`config.mk`:
```
export PLATFORM = sky130hd
export DESIGN_NAME = vec_store_sequencer
export DESIGN_NICKNAME = d
export VERILOG_FILES = /design/src/rtl/vec_store_sequencer.sv
export SDC_FILE = /design/constraint.sdc
export NUM_CORES = 1
export LEC_CHECK = 0
export ABC_AREA = 1
export CORE_MARGIN = 2
export CORE_UTILIZATION = 52
export CTS_BUF_LIST = sky130_fd_sc_hd__clkbuf_8
export DETAILED_ROUTE_END_ITERATION = 12
export PLACE_DENSITY_LB_ADDON = 0.3
export SLEW_MARGIN = 20
export SYNTH_ARGS = -nofsm -noshare
export SYNTH_HDL_FRONTEND = slang
export SYNTH_SLANG_ARGS = --single-unit
```
`constraint.sdc`:
```
create_clock -name clk -period 6.75 [get_ports clk]
set_clock_uncertainty 0.05 [all_clocks]
set_input_delay 1.35 -clock clk [delete_from_list [all_inputs] [get_ports clk]]
set_output_delay 1.35 -clock clk [all_outputs]
set_load 0.05 [all_outputs]
```
`src/rtl/vec_store_sequencer.sv`:
```
// Serialises a multi-lane vector store onto a single-write-port data memory,
// stalling the core during the burst; scalar stores pass straight through.
module vec_store_sequencer #(
  parameter int LANES  = 5,
  parameter int STRIDE = 4
) (
  input  logic        clk,
  input  logic        reset,
  input  logic        VecWrite,
  input  logic        MemWrite,
  input  logic [31:0] ALUResult,
  input  logic [31:0] WriteData,
  input  logic [31:0] VecWriteData_0,
  input  logic [31:0] VecWriteData_1,
  input  logic [31:0] VecWriteData_2,
  input  logic [31:0] VecWriteData_3,
  input  logic [31:0] VecWriteData_4,
  output logic        MemWE,
  output logic [31:0] MemAddr,
  output logic [31:0] MemWData,
  output logic        Stall,
  output logic        Busy,
  output logic [2:0]  LaneIdx
);

  typedef enum logic {IDLE, BURST} state_t;

  localparam logic [2:0] LAST_LANE = 3'(LANES - 1);

  state_t      state_reg, state_next;
  logic [2:0]  cnt_reg, cnt_next;
  logic [31:0] base_reg, base_next;
  logic        capture;

  logic [31:0] lane_in  [5];
  logic [31:0] lane_buf [5];

  assign lane_in[0] = VecWriteData_0;
  assign lane_in[1] = VecWriteData_1;
  assign lane_in[2] = VecWriteData_2;
  assign lane_in[3] = VecWriteData_3;
  assign lane_in[4] = VecWriteData_4;

  // Lane 0 is written in the accept cycle, so only lanes 1..LANES-1 need storage.
  for (genvar gi = 0; gi < 5; gi++) begin : g_lane
    if (gi >= 1 && gi < LANES) begin : g_buf
      logic [31:0] lane_reg;
      always_ff @(posedge clk) begin
        if (reset) begin
          lane_reg <= '0;
        end else if (capture) begin
          lane_reg <= lane_in[gi];
        end
      end
      assign lane_buf[gi] = lane_reg;
    end else begin : g_none
      assign lane_buf[gi] = '0;
    end
  end

  always_ff @(posedge clk) begin
    if (reset) begin
      state_reg <= IDLE;
      cnt_reg   <= '0;
      base_reg  <= '0;
    end else begin
      state_reg <= state_next;
      cnt_reg   <= cnt_next;
      base_reg  <= base_next;
    end
  end

  assign Busy = (state_reg == BURST) && !reset;

  always_comb begin
    state_next = state_reg;
    cnt_next   = cnt_reg;
    base_next  = base_reg;
    capture    = 1'b0;
    MemWE      = 1'b0;
    MemAddr    = '0;
    MemWData   = '0;
    Stall      = 1'b0;
    LaneIdx    = '0;
    if (!reset) begin
      case (state_reg)
        IDLE: begin
          if (VecWrite) begin
            // Vector store wins; a simultaneous scalar store is dropped.
            MemWE     = 1'b1;
            MemAddr   = ALUResult;
            MemWData  = lane_in[0];
            capture   = 1'b1;
            cnt_next  = 3'd1;
            base_next = ALUResult;
            if (LANES > 1) begin
              Stall      = 1'b1;
              state_next = BURST;
            end
          end else begin
            MemWE    = MemWrite;
            MemAddr  = ALUResult;
            MemWData = WriteData;
          end
        end
        BURST: begin
          MemWE    = 1'b1;
          MemAddr  = base_reg + 32'(STRIDE) * 32'(cnt_reg);
          MemWData = lane_buf[cnt_reg];
          LaneIdx  = cnt_reg;
          // Stall drops on the last lane so the PC advances past the vector op.
          if (cnt_reg == LAST_LANE) begin
            state_next = IDLE;
            cnt_next   = '0;
          end else begin
            Stall    = 1'b1;
            cnt_next = cnt_reg + 3'd1;
          end
        end
        default: state_next = IDLE;
      endcase
    end
  end

endmodule

```
# Word level (Yosys, flattened, before mapping)
# Index checks and enable logic that the tools add are counted.
word_totals:
  reg_bits: 164
  input_bits: 228
  out_inout_bits: 70
  elab_cells: 39
classes:
  addsub: 2
  n_lt_le_gt_ge: 1
  n_eq_ne: 2
  muxes: 22
  bitwise: 2
  reduce_logical: 3
ops:
  columns: ["cell", "count"]
  rows:
  - ["$mux W32", 5]
  - ["$pmux W32 S2", 2]
  - ["$bmux W32 S3", 1]
  - ["$add A32 B5 Y32", 1]
  - ["$mux W3", 4]
  - ["$mux W1", 7]
  - ["$pmux W3 S2", 1]
  - ["$ge A4 B4 Y1 const B", 1]
  - ["$not A3 Y4", 1]
  - ["$pmux W1 S2", 2]
  - ["$add A3 B1 Y3 const B", 1]
  - ["$eq A3 B3 Y1 const B", 1]
  - ["$ne A2 B2 Y1 const B", 1]
  - ["$reduce_and A2 Y1", 1]
  - ["$logic_and A1 B1 Y1", 1]
  - ["$logic_not A1 Y1", 1]
  - ["$not A1 Y1", 1]

# Logic depth before layout (Yosys ltp)
# Gate-level depths: netlist (run 1).
logic_depth:
  ltp_word: 6
  ltp_mapped: 13
  ltp_nobuf: 13

# Least setup slack after synthesis (run 1)
# Ideal clock, no wire load.
synth_path:
  kind: "in2out"
  from: "input port reset"
  to: "output port Stall"
  arrival_ns: 3.633
  required_ns: 5.350
  path_slack_ns: 1.717
  stages: 4
  n_path_buf: 1
  cell_sequence: "buf_2 > nor2_1 > inv_1 > o21ai_0"
synth_via:
  elab_chain_cells: 1
synth_lines:
  columns: ["element", "line", "text"]
  rows:
  - ["start, declared", "8", "input logic reset,"]
  - ["$mux W1", null, null]
  - ["end, declared", "21", "output logic Stall,"]
# No other way between the ends.

# Worst setup path after layout (run 1)
layout_path:
  from: "input port VecWrite"
  to: "output port MemWData[6]"
layout_via:
  elab_chain_cells: 3
layout_lines:
  columns: ["element", "line", "text"]
  rows:
  - ["start, declared", "9", "input logic VecWrite,"]
  - ["$mux W32", "88", "if (VecWrite) begin"]
  - ["$pmux W32 S2", "86", "case (state_reg)"]
  - ["$mux W32", "85", "if (!reset) begin"]
  - ["end, declared", "20", "output logic [31:0] MemWData,"]
# No other way between the ends.

==> metrics.txt, run 1 <==
total clock buffers created by CTS 17; area of the multi-input gates 0.00483 mm²; max_cap viols 0; Placement Setup Slack 1.45 ns; Design Power 2.47 mW; Worst Path Required 5.35 ns; placed cell count 1823; status completed; DIE HEIGHT 137 µm; Peak VDD IR 0.132 mV; FMAX 187 MHz; CTS root buffer clkbuf_8; Routed Antenna Nets 0; DIE WIDTH 137 µm; Crit path max-delay family buffers and inverters; post-synthesis net count 1625; Yosys top cell area share 35.9%; WP buf/inv 3; HP Start g_lane[4].g_buf.lane_reg[3]; starting density of the core 53.1%; Worst-path clk slew 0.08 ns; number of flops mapped to enable cells by yosys 0; Fillers 1510; max reg flops 128; register bit total from synthesis 164; first-pass GRT wire length 47500 µm; RR Endpoint g_lane[4].g_buf.lane_reg[10]; library cells used by synthesis 36; FF-to-FF Start state_reg; Final HPWL DP 21800 µm; H-tree Lvls 4; Worst Hold Class reg2reg; Port-buffer cells 297; layout net count 1851; clock period minus worst slack 5.35 ns; worst-case reg-to-reg path depth 6; top cell type by total area after synthesis dfxtp_1; initial DRC count 883; die area 0.0187 mm²; hold_buf cts 0; max_slew headroom 27.7%; final WL 30900 µm; post-synthesis sequential area ratio 35.9%; CP startpoint VecWrite; Clock Path Buffers 2; Post-Syn Instances 1391; total core area 0.0172 mm²; routed vias/inst 5.43; routability cong. 0.966; CTS resizes 0; Critical Path AT 3.95 ns; register-to-register setup slack 3.94 ns; Routed WL per cell 16.6 µm; final period utilization 79.3%; Vias 10100; clk_lat worst skew 0.46 ns; instance count on the critical path 6; router iterations before antenna repair 5; Startpoint Class input pin; Primary FF master, synth dfxtp_1; type of the worst setup path in2out; endpoint type of the worst setup path output port; DRC violations left 0; Layout area overhead 34.5%; crit-path most repeated cell clkdlybuf4s50_1; unrepaired setup endpoints after global routing false; power per cell area 201 mW/mm²; Worst setup endpoint MemWData[6]; final setup fails 0; Total Routing Usage GR 32.7%; final core occ 71.4%; Post-CTS Setup Bufs 0; # IOs 298; Synth Area per Inst 6.58 µm²; synthesized area 0.00915 mm²; hold path cells 2; num rows 48; worst slew pin tran 1.08 ns; vias in the first global route 9231; GRT Residual Overflow 0; slack of the critical path 1.40 ns; final std cells w/o fill 1856; Clock Sinks 164; CTS tree done; largest net degree at the start of global routing 113; ranking of synthesized cells by area dfxtp_1, nand2_1, a21oi_1; Slew Viols, Final 0; Pleak 4.66 nW; endpoints failing hold 0; initial antenna violation count 1; register area 0.00329 mm²; highest fanout seen on the critical path 44; CP cell instances clkdlybuf4s50_1 > nand2_8 > clkinv_2 > a22oi_1 > a21oi_1 > clkdlybuf4s50_1; slowest CP cell clkdlybuf4s50_1; post-route setup TNS 0 ns; ys async rst share 0%; crit-path max cell delay 0.74 ns; layout cells sized above 1 5.83%; yosys warns 0
kinds of logic after synthesis:
family / count (synthesis) / synth area share [%]
XOR/XNOR: 9 / 0.862
AO/OA/AOI/OAI: 375 / 24.2
flip-flops: 164 / 35.9
AND/OR/NAND/NOR: 604 / 26.7
adder cells (fa/ha/maj): 6 / 0.903
buffers and inverters: 233 / 11.4
layer usage:
layer | part of all wire, % | wire [µm] | global-route usage [%]
met1 | 39 | 12200 | 39.3
met2 | 50 | 15400 | 56.7
met3 | 7.1 | 2200 | 6.33
met4 | 3.6 | 1120 | 14.1
met5 | 0 | 0 | 0
worst min-delay path, cell delays in order (launching register included):
cell,delay [ns]
dfxtp_1,0.30
inv_1,0.05
a21oi_1,0.06
where the power goes:
group          internal (mW)  switching [mW]
clock                  0.256           0.390
sequential              1.04          0.0571
combinational          0.295           0.431
total                   1.60           0.878
worst min-delay path by stage:
stage	to	slack, ns
finish	g_lane[4].g_buf.lane_reg[3]	0.41
global route	g_lane[4].g_buf.lane_reg[3]	0.42
CTS	g_lane[4].g_buf.lane_reg[3]	0.41
detailed placement	g_lane[4].g_buf.lane_reg[20]	0.39
global placement	g_lane[4].g_buf.lane_reg[7]	0.39
floorplan	g_lane[4].g_buf.lane_reg[17]	0.38
cell usage in the layout (no fill, tap or decap), types with 6 or more instances in the layout:
cell type,instances
a21oi_1,148
a211oi_2,30
nor2_2,6
clkdlybuf4s50_1,296
a211oi_1,10
nand2_1,334
clkbuf_8,17
o21ai_0,118
o21ai_1,35
nor2_1,173
dfxtp_1,162
nand3b_1,6
nand3_1,74
inv_1,126
buf_4,9
a22oi_1,30
final cells by class:
cell class | count | share of cell area, %
Antenna cell | 1 | 0.0203
Clock buffer | 17 | 1.90
Clock inverter | 15 | 0.895
Inverter | 133 | 4.09
Multi-Input combinational cell | 994 | 39.3
Sequential cell | 164 | 26.7
Tap cell | 225 | 2.29
Timing Repair Buffer | 307 | 24.8
Yosys cell counts (2+ instances only):
library cell and number:
nor2_1 173, a21oi_1 148, a32oi_1 2, dfxtp_1 164
a22oi_1 30, o21ai_1 35, clkinv_1 3, xor2_1 5
a211oi_2 30, nand2_1 334, ha_1 5, nand3b_1 6
buf_1 5, xnor2_1 4, nand2_2 5, inv_2 6
nor2_2 6, clkbuf_1 23, o21ai_0 118, a211oi_1 10
buf_2 52, nor2_4 2, buf_6 8, buf_4 10
nand3_1 74, inv_1 123
per-stage QoR:
stage	instance area (µm²)	hold WS [ns]
finish	12300	0.406
global route	12300	0.423
CTS	12300	0.406
detailed placement	12000	0.395
global placement	12000	0.386
floorplan	9150	0.379
Note: power is estimated with default switching activity, not from simulation.
==> inputs of run 2 (changes only) <==
--- a/config.mk
+++ b/config.mk
@@ -7,7 +7,7 @@
 export LEC_CHECK = 0
 export ABC_AREA = 1
 export CORE_MARGIN = 2
-export CORE_UTILIZATION = 52
+export CORE_UTILIZATION = 43
 export CTS_BUF_LIST = sky130_fd_sc_hd__clkbuf_8
 export DETAILED_ROUTE_END_ITERATION = 12
 export PLACE_DENSITY_LB_ADDON = 0.3
==> constraint.sdc (replaced) <==
create_clock -name clk -period 4.9 [get_ports clk]
set_clock_uncertainty 0.05 [all_clocks]
set_input_delay 0.98 -clock clk [delete_from_list [all_inputs] [get_ports clk]]
set_output_delay 0.98 -clock clk [all_outputs]
set_load 0.05 [all_outputs]
==> metrics.txt, run 2 (synthesized netlist as in run 1, its figures left out) <==
type of the worst setup path reg2out; Pleak 4.79 nW; Fillers 2058; Vias 9879; num rows 53; post-route setup TNS 0 ns; Slew Viols, Final 0; Layout area overhead 35.7%; most frequent cells in the layout nand2_1, clkdlybuf4s50_1, nor2_1; DIE WIDTH 150 µm; Startpoint Class flop; endpoint type of the worst setup path output port; routability cong. 0.934; Critical Path AT 3.34 ns; router iterations before antenna repair 7; DIE HEIGHT 150 µm; CTS root buffer clkbuf_8; Worst Hold Class reg2reg; WP buf/inv 4; Port-buffer cells 297; DRC violations left 0; die area 0.0225 mm²; Final HPWL DP 23500 µm; Internal 2.36 mW; clk_lat worst skew 0.46 ns; Post-CTS Setup Bufs 0; crit-path max cell delay 0.79 ns; clock share of power 29.1%; RR Endpoint g_lane[4].g_buf.lane_reg[13]; GRT Residual Overflow 0; max_slew headroom 27.8%; Worst Path Required 3.87 ns; layout cells sized above 1 8.19%; total core area 0.0210 mm²; largest net degree at the start of global routing 109; layout net count 1858; final hold slack 0.407 ns; final period utilization 89.2%; Comb pwr share 28.9%; H-tree Lvls 4; hold path cells 2; Total Routing Usage GR 28.4%; final setup fails 0; crit-path most repeated cell nand2_1; CTS tree done; starting density of the core 43.7%; initial antenna violation count 1; final WL 32300 µm; Worst-path clk slew 0.09 ns; Clock Path Buffers 2; max reg flops 128; routed vias/inst 5.17; register-to-register setup slack 1.98 ns; highest fanout seen on the critical path 8; # IOs 298; Design Power 3.56 mW; Crit path max-delay family buffers and inverters; CTS resizes 0; Routed Antenna Nets 0; Sw Share 33.7%; most common cell after layout, fill and taps aside nand2_1; worst-case reg-to-reg path depth 6; hold_buf cts 0; HP Start g_lane[4].g_buf.lane_reg[3]; net load switching power 1.20 mW; worst slew pin tran 1.08 ns; sequential share of power 42.1%; FMAX 229 MHz; status completed; initial DRC count 678; FF-to-FF Start state_reg; Clock Sinks 164; CP cell instances ha_1 > fa_1 > nand2_1 > nand2_2 > nand2_1 > inv_2 > nand2_2 > clkinv_1 > nand2_1 > nand2_1 > nand3_1 > nand2_1 > inv_1 > clkdlybuf4s50_1; endpoints failing hold 0; first-pass GRT wire length 49300 µm; slowest CP cell clkdlybuf4s50_1; power per cell area 287 mW/mm²; Hold EP g_lane[4].g_buf.lane_reg[3]; final core occ 59.2%; clock period minus worst slack 4.37 ns; vias in the first global route 9416; max_cap viols 0; unrepaired setup endpoints after global routing false; Routed WL per cell 16.9 µm; Peak VDD IR 0.173 mV; total clock buffers created by CTS 17
run 2: how the worst max path moves through the flow:
stage / startpoint / to / slack [ns] / cells past startpoint
detailed placement: VecWrite / g_lane[4].g_buf.lane_reg[13] / 0.88 / 6
finish: cnt_reg[0] / MemAddr[26] / 0.53 / 14
CTS: cnt_reg[0] / MemAddr[26] / 0.50 / 14
floorplan: reset / Stall / 0.61 / 4
global route: cnt_reg[0] / MemAddr[26] / 0.38 / 14
global placement: VecWrite / Stall / 0.90 / 6
run 2: power groups by stage:
stage	Combinational, mW	Clock, mW	Sequential [mW]
6_report	1.03	1.03	1.50
5_1_grt	1.11	1.10	1.51
4_1_cts	1.03	1.05	1.50
3_5_place_dp	1.02	0	1.53
3_3_place_gp	1.02	0	1.52
2_1_floorplan	0.646	0	1.51
run 2: tightest hold or removal path, stage by stage (launching register included):
cell,delay [ns]
dfxtp_1,0.30
inv_1,0.06
a21oi_1,0.06
run 2: stage by stage:
stage,setup slack [ns],area [µm²],instances
finish,0.527,12400,1912
floorplan,0.607,9150,1391
global route,0.382,12400,1911
global placement,0.903,12000,1880
detailed placement,0.879,12000,1880
CTS,0.504,12400,1911
run 2: area by class of cell:
cell class / count / area, µm² / area share [%]
flip-flops and latches: 164 / 3290 / 26.5
clock inverters: 13 / 155 / 1.25
repair buffers: 314 / 3040 / 24.5
well taps: 275 / 344 / 2.77
diodes: 1 / 2.50 / 0.0202
inverters: 133 / 503 / 4.05
multi-input cells: 994 / 4830 / 38.9
clock buffers: 18 / 248 / 2.00
run 2: metal layers:
metal  track usage (%)  part of all wire [%]  routed length, µm
met5                 0                     0                  0
met2              51.6                    51              16400
met1              33.3                    40              12900
met3              5.76                   6.9               2240
met4              9.20                   2.2                697
==> inputs of run 3 (changes only) <==
--- a/config.mk
+++ b/config.mk
@@ -6,10 +6,10 @@
 export NUM_CORES = 1
 export LEC_CHECK = 0
 export ABC_AREA = 1
-export CORE_MARGIN = 2
-export CORE_UTILIZATION = 43
+export CORE_UTILIZATION = 55
 export CTS_BUF_LIST = sky130_fd_sc_hd__clkbuf_8
 export DETAILED_ROUTE_END_ITERATION = 12
+export DONT_BUFFER_PORTS = 1
 export PLACE_DENSITY_LB_ADDON = 0.3
 export SLEW_MARGIN = 20
 export SYNTH_ARGS = -nofsm -noshare
==> metrics.txt, run 3 (synthesized netlist as in run 1, its figures left out) <==
hold path cells 2; most frequent cells in the layout nand2_1, nor2_1, dfxtp_1; layout cells sized above 1 10.1%; Peak VDD IR 0.217 mV; layout net count 1596; Hold EP g_lane[4].g_buf.lane_reg[7]; Clock Sinks 164; final hold slack 0.407 ns; max_cap viols 0; final setup fails 0; largest net degree at the start of global routing 154; Slew Viols, Final 0; RR Endpoint state_reg; Worst Hold Class reg2reg; Routed WL per cell 17.5 µm; Total Routing Usage GR 31.8%; endpoint type of the worst setup path output port; first-pass GRT wire length 40900 µm; Fillers 1588; vias in the first global route 7797; Worst-path clk slew 0.09 ns; clk_lat worst skew 0.48 ns; Worst Path Required 3.87 ns; Final HPWL DP 19700 µm; Critical Path AT 3.29 ns; unrepaired setup endpoints after global routing false; met2 WL 13800 µm; most common cell after layout, fill and taps aside nand2_1; total core area 0.0161 mm²; met1 wire length 11400 µm; routability cong. 0.935; diode count 0; DRC violations left 0; clock period minus worst slack 4.32 ns; CTS resizes 0; Vias 9077; initial antenna violation count 0; routed vias/inst 5.71; DIE HEIGHT 131 µm; worst slew pin tran 1.14 ns; starting density of the core 57.0%; post-route setup TNS 0 ns; initial DRC count 790; Post-CTS Setup Bufs 0; HP Start g_lane[4].g_buf.lane_reg[7]; final WL 27900 µm; GRT Residual Overflow 0; Layout area overhead 5.90%; Design Power 3.28 mW; hold_buf cts 0; FF-to-FF Start cnt_reg[0]; Startpoint Class flop; Clock Path Buffers 2; total clock buffers created by CTS 17; final period utilization 88.2%; highest fanout seen on the critical path 94; router iterations before antenna repair 5; H-tree Lvls 4; DIE WIDTH 131 µm; CTS root buffer clkbuf_8; DR WL met3 1980 µm; status completed; power per cell area 339 mW/mm²; # IOs 298; CTS tree done; max reg flops 128; max_slew headroom 23.3%; type of the worst setup path reg2out; endpoints failing hold 0; Pleak 3.77 nW; register-to-register setup slack 2.13 ns; num rows 46; FMAX 231 MHz; highest routed layer met4; Port-buffer cells 0; Routed Antenna Nets 0; worst-case reg-to-reg path depth 5; die area 0.0172 mm²
## run 3: cell count changes in the layout (fill, tap and decap cells not counted), sizes merged
cell	delta
clkdlybuf4s50	-266
diode	-1
inv	+4
buf	+4
clkinvlp	+2
clkinv	-3
bufinv	-2
## run 3: worst max-delay path by stage
stage,start,to,slack (ns),cells past startpoint
2_1_floorplan,reset,Stall,0.61,4
3_3_place_gp,cnt_reg[0],MemAddr[14],1.16,9
6_report,cnt_reg[0],MemAddr[14],0.58,9
3_5_place_dp,cnt_reg[0],MemAddr[14],1.12,9
4_1_cts,cnt_reg[0],MemAddr[14],0.59,9
5_1_grt,cnt_reg[0],MemAddr[26],0.36,12
## run 3: critical path, stage by stage, from the launching register on
cell,delay (ns)
dfxtp_4,0.95
ha_1,0.40
fa_1,0.25
nand2_1,0.08
nand2_2,0.09
nand2_1,0.16
nor2_2,0.26
xor2_1,0.17
o21ai_0,0.09
inv_1,0.35
## run 3: through the flow
stage / utilization, % / instance area [µm²] / cells / setup WS [ns]
after CTS: 60.3 / 9690 / 1591 / 0.587
after global placement: 57.8 / 9280 / 1559 / 1.16
after global routing: 60.3 / 9690 / 1591 / 0.356
after floorplan: - / 9150 / 1391 / 0.607
after detailed placement: 57.8 / 9280 / 1559 / 1.12
final: 60.3 / 9690 / 1591 / 0.577
## run 3: cell type report
class	count	area (µm²)	area share, %
clock buffer	18	248	2.56
clock inverter	14	159	1.64
inverter	133	503	5.19
multi-input combinational	994	4830	49.8
sequential	164	3290	33.9
tap	216	270	2.79
timing repair buffer	52	390	4.03
## run 3: per-layer routing
metal	global-route usage [%]	vias up
li1	-	4460
met1	38.9	4187
met2	54.8	379
met3	6.88	51
met4	12.0	0
met5	0	-
## run 3: report_power, final
| part | internal [mW] | switching (mW) | total [mW] |
|---|---|---|---|
| logic | 0.205 | 0.533 | 0.737 |
| clock network | 0.441 | 0.583 | 1.02 |
| registers | 1.44 | 0.0803 | 1.52 |
| total | 2.08 | 1.20 | 3.28 |
